`src/rtl/id_bypass_ctrl_pkg.sv`:
```
// rtl/id_bypass_ctrl_pkg.sv - shared constants and fwd_bus layout helpers for id_bypass_ctrl
//
// fwd_bus entry layout: {we, waddr[4:0], wdata[DATA_W-1:0]}.
// Entry 0 is the youngest source and occupies the most significant slice.
// LOAD_LAT is legal in LOAD_LAT_MIN..LOAD_LAT_MAX.

package id_bypass_ctrl_pkg;

  localparam int REG_AW       = 5;
  localparam int LOAD_LAT_MIN = 1;
  localparam int LOAD_LAT_MAX = 4;

  // FWD_ENTRY_WD: width of one {we, waddr, wdata} entry
  function automatic int fwd_entry_wd(input int data_w);
    return 1 + REG_AW + data_w;
  endfunction

  // Bit offsets inside one entry
  function automatic int fwd_we_ofs(input int data_w);
    return REG_AW + data_w;
  endfunction

  function automatic int fwd_waddr_ofs(input int data_w);
    return data_w;
  endfunction

  // LSB of entry idx inside the packed bus (entry 0 at the top)
  function automatic int fwd_entry_lsb(input int idx, input int num_fwd, input int data_w);
    return (num_fwd - 1 - idx) * fwd_entry_wd(data_w);
  endfunction

endpackage

```
`src/rtl/id_fwd_mux.sv`:
```
// rtl/id_fwd_mux.sv - per-operand bypass mux with youngest-first priority
//
// Macro: ID_FWD_EN enables the bypass path; without it the operand always
// comes from the register file.
// Ports:
//   src       source register address
//   fwd_bus   NUM_FWD packed {we, waddr, wdata} entries, entry 0 youngest
//   rf_rdata  register file read data
//   data      selected operand (0 for $0)
//   match     some entry writes src (we=1, waddr!=0, waddr==src)

import id_bypass_ctrl_pkg::*;

module id_fwd_mux #(
  parameter int DATA_W  = 32,
  parameter int NUM_FWD = 3
) (
  input  logic [REG_AW-1:0]                       src,
  input  logic [NUM_FWD*fwd_entry_wd(DATA_W)-1:0] fwd_bus,
  input  logic [DATA_W-1:0]                       rf_rdata,
  output logic [DATA_W-1:0]                       data,
  output logic                                    match
);

  logic [NUM_FWD-1:0]             e_we;
  logic [NUM_FWD-1:0][REG_AW-1:0] e_wa;
  logic [NUM_FWD-1:0][DATA_W-1:0] e_wd;
  logic [DATA_W-1:0]              fwd_data;

  for (genvar i = 0; i < NUM_FWD; i++) begin : g_unpack
    localparam int LSB = fwd_entry_lsb(i, NUM_FWD, DATA_W);
    assign e_we[i] = fwd_bus[LSB + fwd_we_ofs(DATA_W)];
    assign e_wa[i] = fwd_bus[LSB + fwd_waddr_ofs(DATA_W) +: REG_AW];
    assign e_wd[i] = fwd_bus[LSB +: DATA_W];
  end

  // Walk oldest to youngest so the youngest hit is the one left standing.
  always_comb begin
    match    = 1'b0;
    fwd_data = '0;
    for (int i = NUM_FWD - 1; i >= 0; i--) begin
      if (e_we[i] && (e_wa[i] != '0) && (e_wa[i] == src)) begin
        match    = 1'b1;
        fwd_data = e_wd[i];
      end
    end
  end

`ifdef ID_FWD_EN
  assign data = (src == '0) ? '0 : (match ? fwd_data : rf_rdata);
`else
  logic [DATA_W-1:0] unused_fwd_data;
  assign unused_fwd_data = fwd_data;
  assign data = (src == '0) ? '0 : rf_rdata;
`endif

endmodule

```
`src/rtl/id_bypass_ctrl.sv`:
```
// rtl/id_bypass_ctrl.sv - decode-stage operand bypass, load-use interlock and stall counter
//
// Macro: ID_FWD_EN enables operand bypass; undefined, any pending write to a
// source in fwd_bus also interlocks until the register file holds the value.
// Ports:
//   clk, rst                 clock, asynchronous active-low reset
//   id_valid, rs, rt         decode slot and its source addresses
//   use_rs, use_rt           instruction reads that source
//   is_load, rf_we, rf_waddr destination info of the decode instruction
//   rf_rdata1, rf_rdata2     register file read data
//   fwd_bus                  NUM_FWD {we, waddr, wdata} entries, entry 0 youngest (MSB)
//   ex_stall, flush          downstream hold, squash
//   rdata1, rdata2           bypassed operands
//   stallreq, issue          interlock request, instruction leaves ID
//   stall_cnt                saturating count of stallreq cycles

import id_bypass_ctrl_pkg::*;

module id_bypass_ctrl #(
  parameter int DATA_W   = 32,
  parameter int NUM_FWD  = 3,
  parameter int LOAD_LAT = 1
) (
  input  logic                                    clk,
  input  logic                                    rst,
  input  logic                                    id_valid,
  input  logic [REG_AW-1:0]                       rs,
  input  logic [REG_AW-1:0]                       rt,
  input  logic                                    use_rs,
  input  logic                                    use_rt,
  input  logic                                    is_load,
  input  logic                                    rf_we,
  input  logic [REG_AW-1:0]                       rf_waddr,
  input  logic [DATA_W-1:0]                       rf_rdata1,
  input  logic [DATA_W-1:0]                       rf_rdata2,
  input  logic [NUM_FWD*fwd_entry_wd(DATA_W)-1:0] fwd_bus,
  input  logic                                    ex_stall,
  input  logic                                    flush,
  output logic [DATA_W-1:0]                       rdata1,
  output logic [DATA_W-1:0]                       rdata2,
  output logic                                    stallreq,
  output logic                                    issue,
  output logic [31:0]                             stall_cnt
);

  if (LOAD_LAT < LOAD_LAT_MIN || LOAD_LAT > LOAD_LAT_MAX) begin : g_bad_lat
    $error("id_bypass_ctrl: LOAD_LAT out of range");
  end

  logic match_rs, match_rt;

  id_fwd_mux #(.DATA_W(DATA_W), .NUM_FWD(NUM_FWD)) u_mux_rs (
    .src(rs), .fwd_bus(fwd_bus), .rf_rdata(rf_rdata1), .data(rdata1), .match(match_rs)
  );

  id_fwd_mux #(.DATA_W(DATA_W), .NUM_FWD(NUM_FWD)) u_mux_rt (
    .src(rt), .fwd_bus(fwd_bus), .rf_rdata(rf_rdata2), .data(rdata2), .match(match_rt)
  );

  // Shadow of issued loads whose data is not yet forwardable.
  logic [LOAD_LAT-1:0]             sh_v;
  logic [LOAD_LAT-1:0][REG_AW-1:0] sh_addr;
  logic                            sh_hit_rs, sh_hit_rt;
  logic                            pend_rs, pend_rt;
  logic                            haz_rs, haz_rt;
  logic                            ld_new;

  always_comb begin
    sh_hit_rs = 1'b0;
    sh_hit_rt = 1'b0;
    for (int k = 0; k < LOAD_LAT; k++) begin
      if (sh_v[k] && (sh_addr[k] == rs)) sh_hit_rs = 1'b1;
      if (sh_v[k] && (sh_addr[k] == rt)) sh_hit_rt = 1'b1;
    end
  end

`ifdef ID_FWD_EN
  logic unused_match;
  assign unused_match = match_rs | match_rt;
  assign pend_rs = 1'b0;
  assign pend_rt = 1'b0;
`else
  // Without bypass, an in-flight write is as blocking as an unfinished load.
  assign pend_rs = match_rs;
  assign pend_rt = match_rt;
`endif

  assign haz_rs = use_rs & (rs != '0) & (sh_hit_rs | pend_rs);
  assign haz_rt = use_rt & (rt != '0) & (sh_hit_rt | pend_rt);

  // rst gates the outputs directly so they drop the moment reset asserts.
  assign stallreq = rst & id_valid & ~flush & (haz_rs | haz_rt);
  assign issue    = rst & id_valid & ~stallreq & ~ex_stall & ~flush;
  assign ld_new   = issue & is_load & rf_we & (rf_waddr != '0);

  always_ff @(posedge clk or negedge rst) begin
    if (!rst) begin
      sh_v    <= '0;
      sh_addr <= '0;
    end else if (flush) begin
      sh_v <= '0;
    end else if (!ex_stall) begin
      sh_v[0]    <= ld_new;
      sh_addr[0] <= rf_waddr;
      for (int k = 1; k < LOAD_LAT; k++) begin
        sh_v[k]    <= sh_v[k-1];
        sh_addr[k] <= sh_addr[k-1];
      end
    end
  end

  always_ff @(posedge clk or negedge rst) begin
    if (!rst) begin
      stall_cnt <= '0;
    end else if (stallreq && (stall_cnt != 32'hFFFF_FFFF)) begin
      stall_cnt <= stall_cnt + 32'd1;
    end
  end

endmodule

```
`config.mk`:
```
export PLATFORM = sky130hd
export DESIGN_NAME = id_bypass_ctrl
export DESIGN_NICKNAME = d
export VERILOG_FILES = /design/src/rtl/id_bypass_ctrl_pkg.sv /design/src/rtl/id_fwd_mux.sv /design/src/rtl/id_bypass_ctrl.sv
export SDC_FILE = /design/constraint.sdc
export NUM_CORES = 1
export LEC_CHECK = 0
export BUFFER_PORTS_ARGS = -buffer_cell sky130_fd_sc_hd__buf_2
export CORE_AREA = 2 2 117 119
export CTS_BUF_LIST = sky130_fd_sc_hd__clkbuf_4 sky130_fd_sc_hd__clkbuf_8
export DETAILED_ROUTE_END_ITERATION = 8
export DIE_AREA = 0 0 119 121
export SETUP_SLACK_MARGIN = 0.5
export SLEW_MARGIN = 20
export SYNTH_ARGS = -nofsm -noshare
export SYNTH_HDL_FRONTEND = slang
export SYNTH_SLANG_ARGS = --single-unit
```
`constraint.sdc`:
```
create_clock -name clk -period 2.3 [get_ports clk]
set_clock_uncertainty 0.15 [all_clocks]
set_input_delay 0.23 -clock clk [delete_from_list [all_inputs] [get_ports clk]]
set_output_delay 0.23 -clock clk [all_outputs]
set_load 0.05 [all_outputs]
```
==> results of run 1 <==
==> cells in the final DEF, fill, tap and decap left out, types with 6 or more instances in the layout <==
cell | synthesis | layout
buf_2 | 2 | 130
nor2b_4 | 0 | 65
buf_8 | 0 | 50
buf_4 | 1 | 45
xnor2_1 | 46 | 42
buf_6 | 3 | 36
dfrtp_1 | 38 | 31
xor2_1 | 25 | 24
buf_12 | 0 | 13
nand4_1 | 11 | 11
nand3_1 | 12 | 10
and3_1 | 13 | 8
nor2_1 | 11 | 8
nand2_1 | 15 | 8
buf_16 | 0 | 8
dfrtp_2 | 0 | 7
clkbuf_8 | 0 | 6
==> final cells by class <==
class | count | share of cell area [%]
well taps | 176 | 3.370
clock buffers | 8 | 1.493
multi-input cells | 251 | 39.54
flip-flops and latches | 38 | 14.69
repair buffers | 285 | 40.86
inverters | 1 | 0.05744
==> critical path, cell delays in order (launching register included) <==
cell and delay (ps):
dfrtp_1 400, buf_6 120, xor2_1 140, nor4_1 290, and3_1 230, nor4_2 50
nor3b_2 200, or2_4 170, nor2b_4 160, buf_8 170
==> per-layer routing <==
metal | vias up | GRT usage, % | share of wire, %
met5 | - | 0 | 0.12
met4 | 2 | 4.911 | 2.4
met3 | 29 | 4.934 | 8.1
met2 | 169 | 28.13 | 50
met1 | 1656 | 19.21 | 40
li1 | 1583 | - | -
==> sequential cells by signal, indices dropped and copies added (netlist names) <==
register   count
stall_cnt     32
sh_addr        5
sh_v           1
==> report_power, final <==
group,switching (W),internal [W],total (W)
Clock,0.000242,0.000268,0.000510
Combinational,0.000554,0.000519,0.00107
Sequential,0.0000239,0.000692,0.000716
==> stage by stage <==
stage | total power [W] | hold WS (ps) | area, um^2 | setup TNS [ps]
after floorplan | 0.001232 | -215.6 | 3312 | -1209
after global placement | 0.001486 | 189.2 | 4756 | -7441
after detailed placement | 0.001502 | 210.9 | 4756 | -9694
final | 0.002299 | 33.73 | 6535 | -7234
after global routing | 0.002389 | 37.58 | 6535 | -9963
after CTS | 0.002201 | 23.58 | 6040 | -5659
==> what timing repair did <==
action	CTS	global route
cloned	8	1
resized for setup	226	89
endpoints found under the hold margin	39	0
hold buffers	2	0
pin swaps	37	18
setup buffers	12	7
endpoints found under the setup margin	99	99
==> Yosys cell counts (all sizes together) <==
cell | number | area [um^2]
nor2 | 11 | 41.29
nor3 | 3 | 15.01
or2 | 1 | 6.260
o21a | 1 | 7.510
nor4 | 10 | 68.81
nand3b | 1 | 7.510
and3 | 13 | 81.33
nor2b | 65 | 406.6
mux2 | 6 | 67.56
and4 | 1 | 8.760
xor2 | 25 | 219.0
nor3b | 3 | 22.52
dfrtp | 38 | 950.9
and2 | 4 | 25.02
o22ai | 1 | 6.260
ha | 1 | 12.51
nand4 | 12 | 81.33
xnor2 | 46 | 402.9
or4 | 6 | 45.04
buf | 7 | 55.05
inv | 1 | 3.750
clkbuf | 15 | 56.30
nand2b | 2 | 12.51
nand2 | 15 | 56.30
and3b | 1 | 8.760
a21oi | 1 | 5.000
o21ai | 5 | 32.53
nand3 | 17 | 110.1
==> cell families after synthesis <==
family                   Yosys count  share of synthesized area [%]
flip-flops                        38                          33.76
adder cells (fa/ha/maj)            1                         0.4442
buffers and inverters             23                          4.087
XOR/XNOR                          71                          22.08
AO/OA/AOI/OAI                      8                          1.821
multiplexers                       6                          2.399
AND/OR/NAND/NOR                  165                          35.41
==> worst paths after layout <==
path	to	from	cells after the start	slack, ps
setup / recovery	stallreq	sh_addr[2]	9	-310
hold / removal	sh_addr[1]	rf_waddr[1]	2	30
setup reg to reg	stall_cnt[26]	sh_addr[2]	12	-270
hold reg to reg	stall_cnt[13]	stall_cnt[13]	1	340
max in group asynchronous	stall_cnt[0]	rst	3	1200
min in group asynchronous	sh_v	rst	3	410
==> metrics, run 1 <==
storage element area 959.7 um^2; Die Span Y 121 um; Detail Route Antenna Nets 0; maximum root-to-sink buffer count 2; clk sinks 38; Cells after Synth around 310; RSZ-0062 raised after global routing true; Final Non-Filler Cells 759; WL/cell around 17 um; TritonRoute pass-1 iters 4; Setup violations, final 34; Core Region 13090 um^2; fillcell total approximately 1100; Tcrit/Tclk final 113.6%; Worst Path Max Fanout 2; initial antenna violation count 2; post-synthesis sequential area ratio ~34%; number of I/O pins 300; static leakage between 3 and 4 nW; Mapped Nets between 500 and 600; Power Dens Cells roughly 350 nW/um^2; Worst Tran Pin Value about 580 ps; status finished, violations left; Slew HR around 61%; clock latency on the worst-skew pair around 300 ps; Initial Util a little over a fifth; CTS tree yes; layout cells sized above 1 about 72%; Yosys reg bits 38; Clk pin slew, worst setup/hold paths 70 ps; violated checks negative setup slack; Synth warnings 0; Final Max Slew Viols 0; vias per inst between 4 and 5; vias in the first global route between 3000 and 4000; H-tree depth 2; Crit path required time 1920 ps; FP Rows 42; Yosys cell types 36; Worst Hold Class in -> reg; die area 14400 um^2; # port buffers between 200 and 250; Placed Cells slightly above 700; Die X ~120 um; Peak supply drop 382.6 uV; gpl congestion a little over 0.9; clk root buf clkbuf_8; nets slightly below 800; Util after Layout 49.94%; Final Hold Fails 0; routed via count ~3400; largest net degree at the start of global routing 39; Final min period 2613 ps; Max Freq about 380 MHz; Post-Syn Area roughly 2800 um^2; gr ovfl total 0; syn avg cell area approximately 9 um^2; Post-DP HPWL roughly 8200 um; first-pass GRT wire length approximately 19000 um; pre-CTS setup slack -399.5 ps; final WL about 13000 um; Final WS setup -313.4 ps; ant diodes 0; total track usage around 16%; clock buffer count from CTS 5; Layout area overhead 132.0%; Multi-input gate area about 2600 um^2; Setup Crit Path Kind reg -> out; Critical Path End Type output port; drt initial violations around 150; Max Cap Violations 0; Startpoint Class register; DRC 0; Critical Path AT approximately 2200 ps
(Power assumes the default switching activity.)
==> run 2: changes to the inputs <==
--- a/config.mk
+++ b/config.mk
@@ -5,7 +5,7 @@
 export SDC_FILE = /design/constraint.sdc
 export NUM_CORES = 1
 export LEC_CHECK = 0
-export BUFFER_PORTS_ARGS = -buffer_cell sky130_fd_sc_hd__buf_2
+export BUFFER_PORTS_ARGS = -buffer_cell sky130_fd_sc_hd__buf_4
 export CORE_AREA = 2 2 117 119
 export CTS_BUF_LIST = sky130_fd_sc_hd__clkbuf_4 sky130_fd_sc_hd__clkbuf_8
 export DETAILED_ROUTE_END_ITERATION = 8
==> run 2 against run 1 <==
The flow still finishes with violations (negative setup slack). Clock power shrank 3.9%. Via count down 3.1%. Non-clock buffer count down 9. Total power shrank 0.96%. Final area grew 3.2%. Register-to-register slack better by 120 ps. Worst setup slack improved by 95 ps. Highest routed layer is now met4.
==> metrics, run 2 (synthesis gave the netlist of run 1 again) <==
first-pass GRT wire length 19550 um (was 18550 um); biggest regs stall_cnt (32), sh_addr (5), sh_v (1) (unchanged); vias in the first global route 3605 (was 3518); H-tree depth 2 (unchanged); Post-DP HPWL 8460 um (was 8180 um); Final WS setup -218.5 ps (was -313.4 ps); die area 14400 um^2 (unchanged); TritonRoute pass-1 iters 4 (unchanged); critical path's largest stage delay 540 ps (was 400 ps); Max Freq 397.1 MHz (was 382.6 MHz); violated checks negative setup slack (unchanged); static leakage 3.349 nW (was 3.317 nW); Setup violations, final 32 (was 34); layout cells sized above 1 71.95% (was 72.38%); crit-path cells buf_6 -> or4_4 -> o21ai_4 -> nor4_4 -> nor4_2 -> nor3b_2 -> or2_4 -> nor3_4 -> buf_6 (was buf_6 -> xor2_1 -> nor4_1 -> and3_1 -> nor4_2 -> nor3b_2 -> or2_4 -> nor2b_4 -> buf_8); initial antenna violation count 0 (was 2); largest net degree at the start of global routing 39 (unchanged); nets 776 (was 785); total power 0.002277 W (was 0.002299 W); delay-heaviest family, CP simple AND/OR/NAND/NOR gates (unchanged); routed via count 3334 (was 3439); clock buffer count from CTS 5 (unchanged); Worst Setup SP fwd_bus[112] (was sh_addr[2]); vias per inst 4.445 (was 4.531); ant diodes 0 (unchanged); Worst Hold Class in -> reg (unchanged); clock latency on the worst-skew pair 290 ps (was 300 ps); met1 GRT Util 20.79% (was 19.21%); CTS tree yes (unchanged); Worst R2R Start sh_addr[0] (was sh_addr[2]); Critical Path AT 2140 ps (was 2230 ps); Detail Route Antenna Nets 0 (unchanged); RSZ-0062 raised after global routing true (unchanged); Final Non-Filler Cells 750 (was 759); Layout area overhead 139.5% (was 132.0%); HP Start rf_waddr[4] (was rf_waddr[1]); M3 GR Usage 6.156% (was 4.934%); Core Region 13090 um^2 (unchanged); gpl congestion 0.8968 (was 0.9085); Crit path required time 1920 ps (about the same); CP most frequent cell buf_6; Power Dens Cells 337.6 nW/um^2 (was 351.8 nW/um^2); Tcrit/Tclk final 109.5% (was 113.6%); Peak supply drop 423.4 uV (was 382.6 uV); Critical Path End Type output port (unchanged); Die Span Y 121 um (unchanged); drt initial violations 120 (was 146); Final min period 2518 ps (was 2613 ps); Placed Cells 712 (was 721); most common cell after layout, fill and taps aside buf_4 (was buf_2); Worst Tran Pin Value 498.1 ps (was 577.4 ps); Initial Util 21.52% (unchanged); status finished, violations left (unchanged); clk sinks 38 (unchanged); met2 usage 28.99% (was 28.13%); commonest non-fill, non-tap cells in the layout buf_4, nor2b_4, buf_8, xnor2_1, buf_6 (was buf_2, nor2b_4, buf_8, buf_4, xnor2_1); total track usage 17.05% (was 16.20%); clk root buf clkbuf_8 (unchanged); Setup Crit Path Kind in -> out (was reg -> out); Slew HR 66.80% (was 61.15%); gr ovfl total 0 (unchanged); Multi-input gate area 2560 um^2 (was 2584 um^2); Final Hold Fails 0 (unchanged); most crowded layer after global routing met2 (unchanged); # port buffers 203 (unchanged); Clk pin slew, worst setup/hold paths 70 ps (about the same); WL/cell 16.62 um (was 17.18 um); Critical-path top delay cell or4_4 (was dfrtp_1); WP buf/inv 2 (unchanged); maximum root-to-sink buffer count 2 (unchanged); storage element area 959.7 um^2 (unchanged); Die X 119 um (unchanged); DRC 0 (unchanged); Worst Path Max Fanout 3 (was 2); FP Rows 42 (unchanged); Startpoint Class input pin (was register); fillcell total 1122 (was 1108); final WL 12470 um (was 13040 um); Util after Layout 51.55% (was 49.94%); Final Max Slew Viols 0 (unchanged); number of I/O pins 300 (unchanged); Largest register FFs 32 (unchanged); Top reg by flops stall_cnt (unchanged); Max Cap Violations 0 (unchanged)
-- run 2: changes by cell type in the layout (fill, tap and decap cells not counted), moves of 2 or more --
| cell | before | now |
|---|---|---|
| buf_4 | 45 | 165 |
| buf_2 | 130 | 0 |
| nor4_2 | 3 | 5 |
| buf_12 | 13 | 9 |
| buf_8 | 50 | 52 |
| buf_6 | 36 | 39 |
-- run 2: path summary, 6_finish.rpt --
path	to	slack, ps	cells past startpoint
worst max-delay path	issue	-220	9
worst min-delay path	sh_addr[4]	30	2
worst max register to register	stall_cnt[14]	-150	11
worst min register to register	stall_cnt[8]	350	1
max in group asynchronous	stall_cnt[0]	1230	3
min in group asynchronous	stall_cnt[25]	390	3
-- run 2: worst reg2reg max path, stage by stage, from the launching register on --
cell and delay, ps:
dfrtp_1 420, xor2_1 150, nor4_1 260, and3_1 220
nor4_2 50, nor3b_2 220, buf_4 160, o21a_4 220
buf_12 160, buf_6 110, nand3_4 70, xnor2_2 140
-- run 2: stage by stage --
step,hold slack (ps),TNS [ps],setup WS [ps],cell area [um^2]
after floorplan,-215.6,-1209,-125.2,3312
after global placement,180.2,-5462,-314.9,5196
after detailed placement,183.4,-8443,-331.3,5196
after CTS,20.36,-3554,-202.4,6581
after global routing,17.32,-7592,-326.9,6745
final,25.32,-3283,-218.5,6745
-- run 2: metal layers --
layer  up-vias  part of all wire, %
met2       145                   50
li1       1559                    -
met4         0                  1.2
met3        14                  9.0
met1      1616                   40
met5         -                    0
-- run 2: final cells by class --
class	count	share of cell area, %
Timing Repair Buffer	276	43.09
Multi-Input combinational cell	251	37.95
Sequential cell	38	14.23
Tap cell	176	3.265
Clock buffer	7	1.336
Clock inverter	1	0.07420
Inverter	1	0.05565
-- run 2: where the power goes --
part           switching, W  internal, W  total (W)  leakage, nW
logic              0.000527     0.000541    0.00107         2.79
registers         0.0000265     0.000692   0.000718        0.508
clock network      0.000237     0.000254   0.000490       0.0517
-- run 2: repair_timing --
item,4_1_cts,5_1_grt
cloned,9,0
hold buffers,2,0
hold endpoints to repair,39,0
pin swaps,46,13
setup buffers,18,1
resized for setup,209,36
endpoints found under the setup margin,99,99
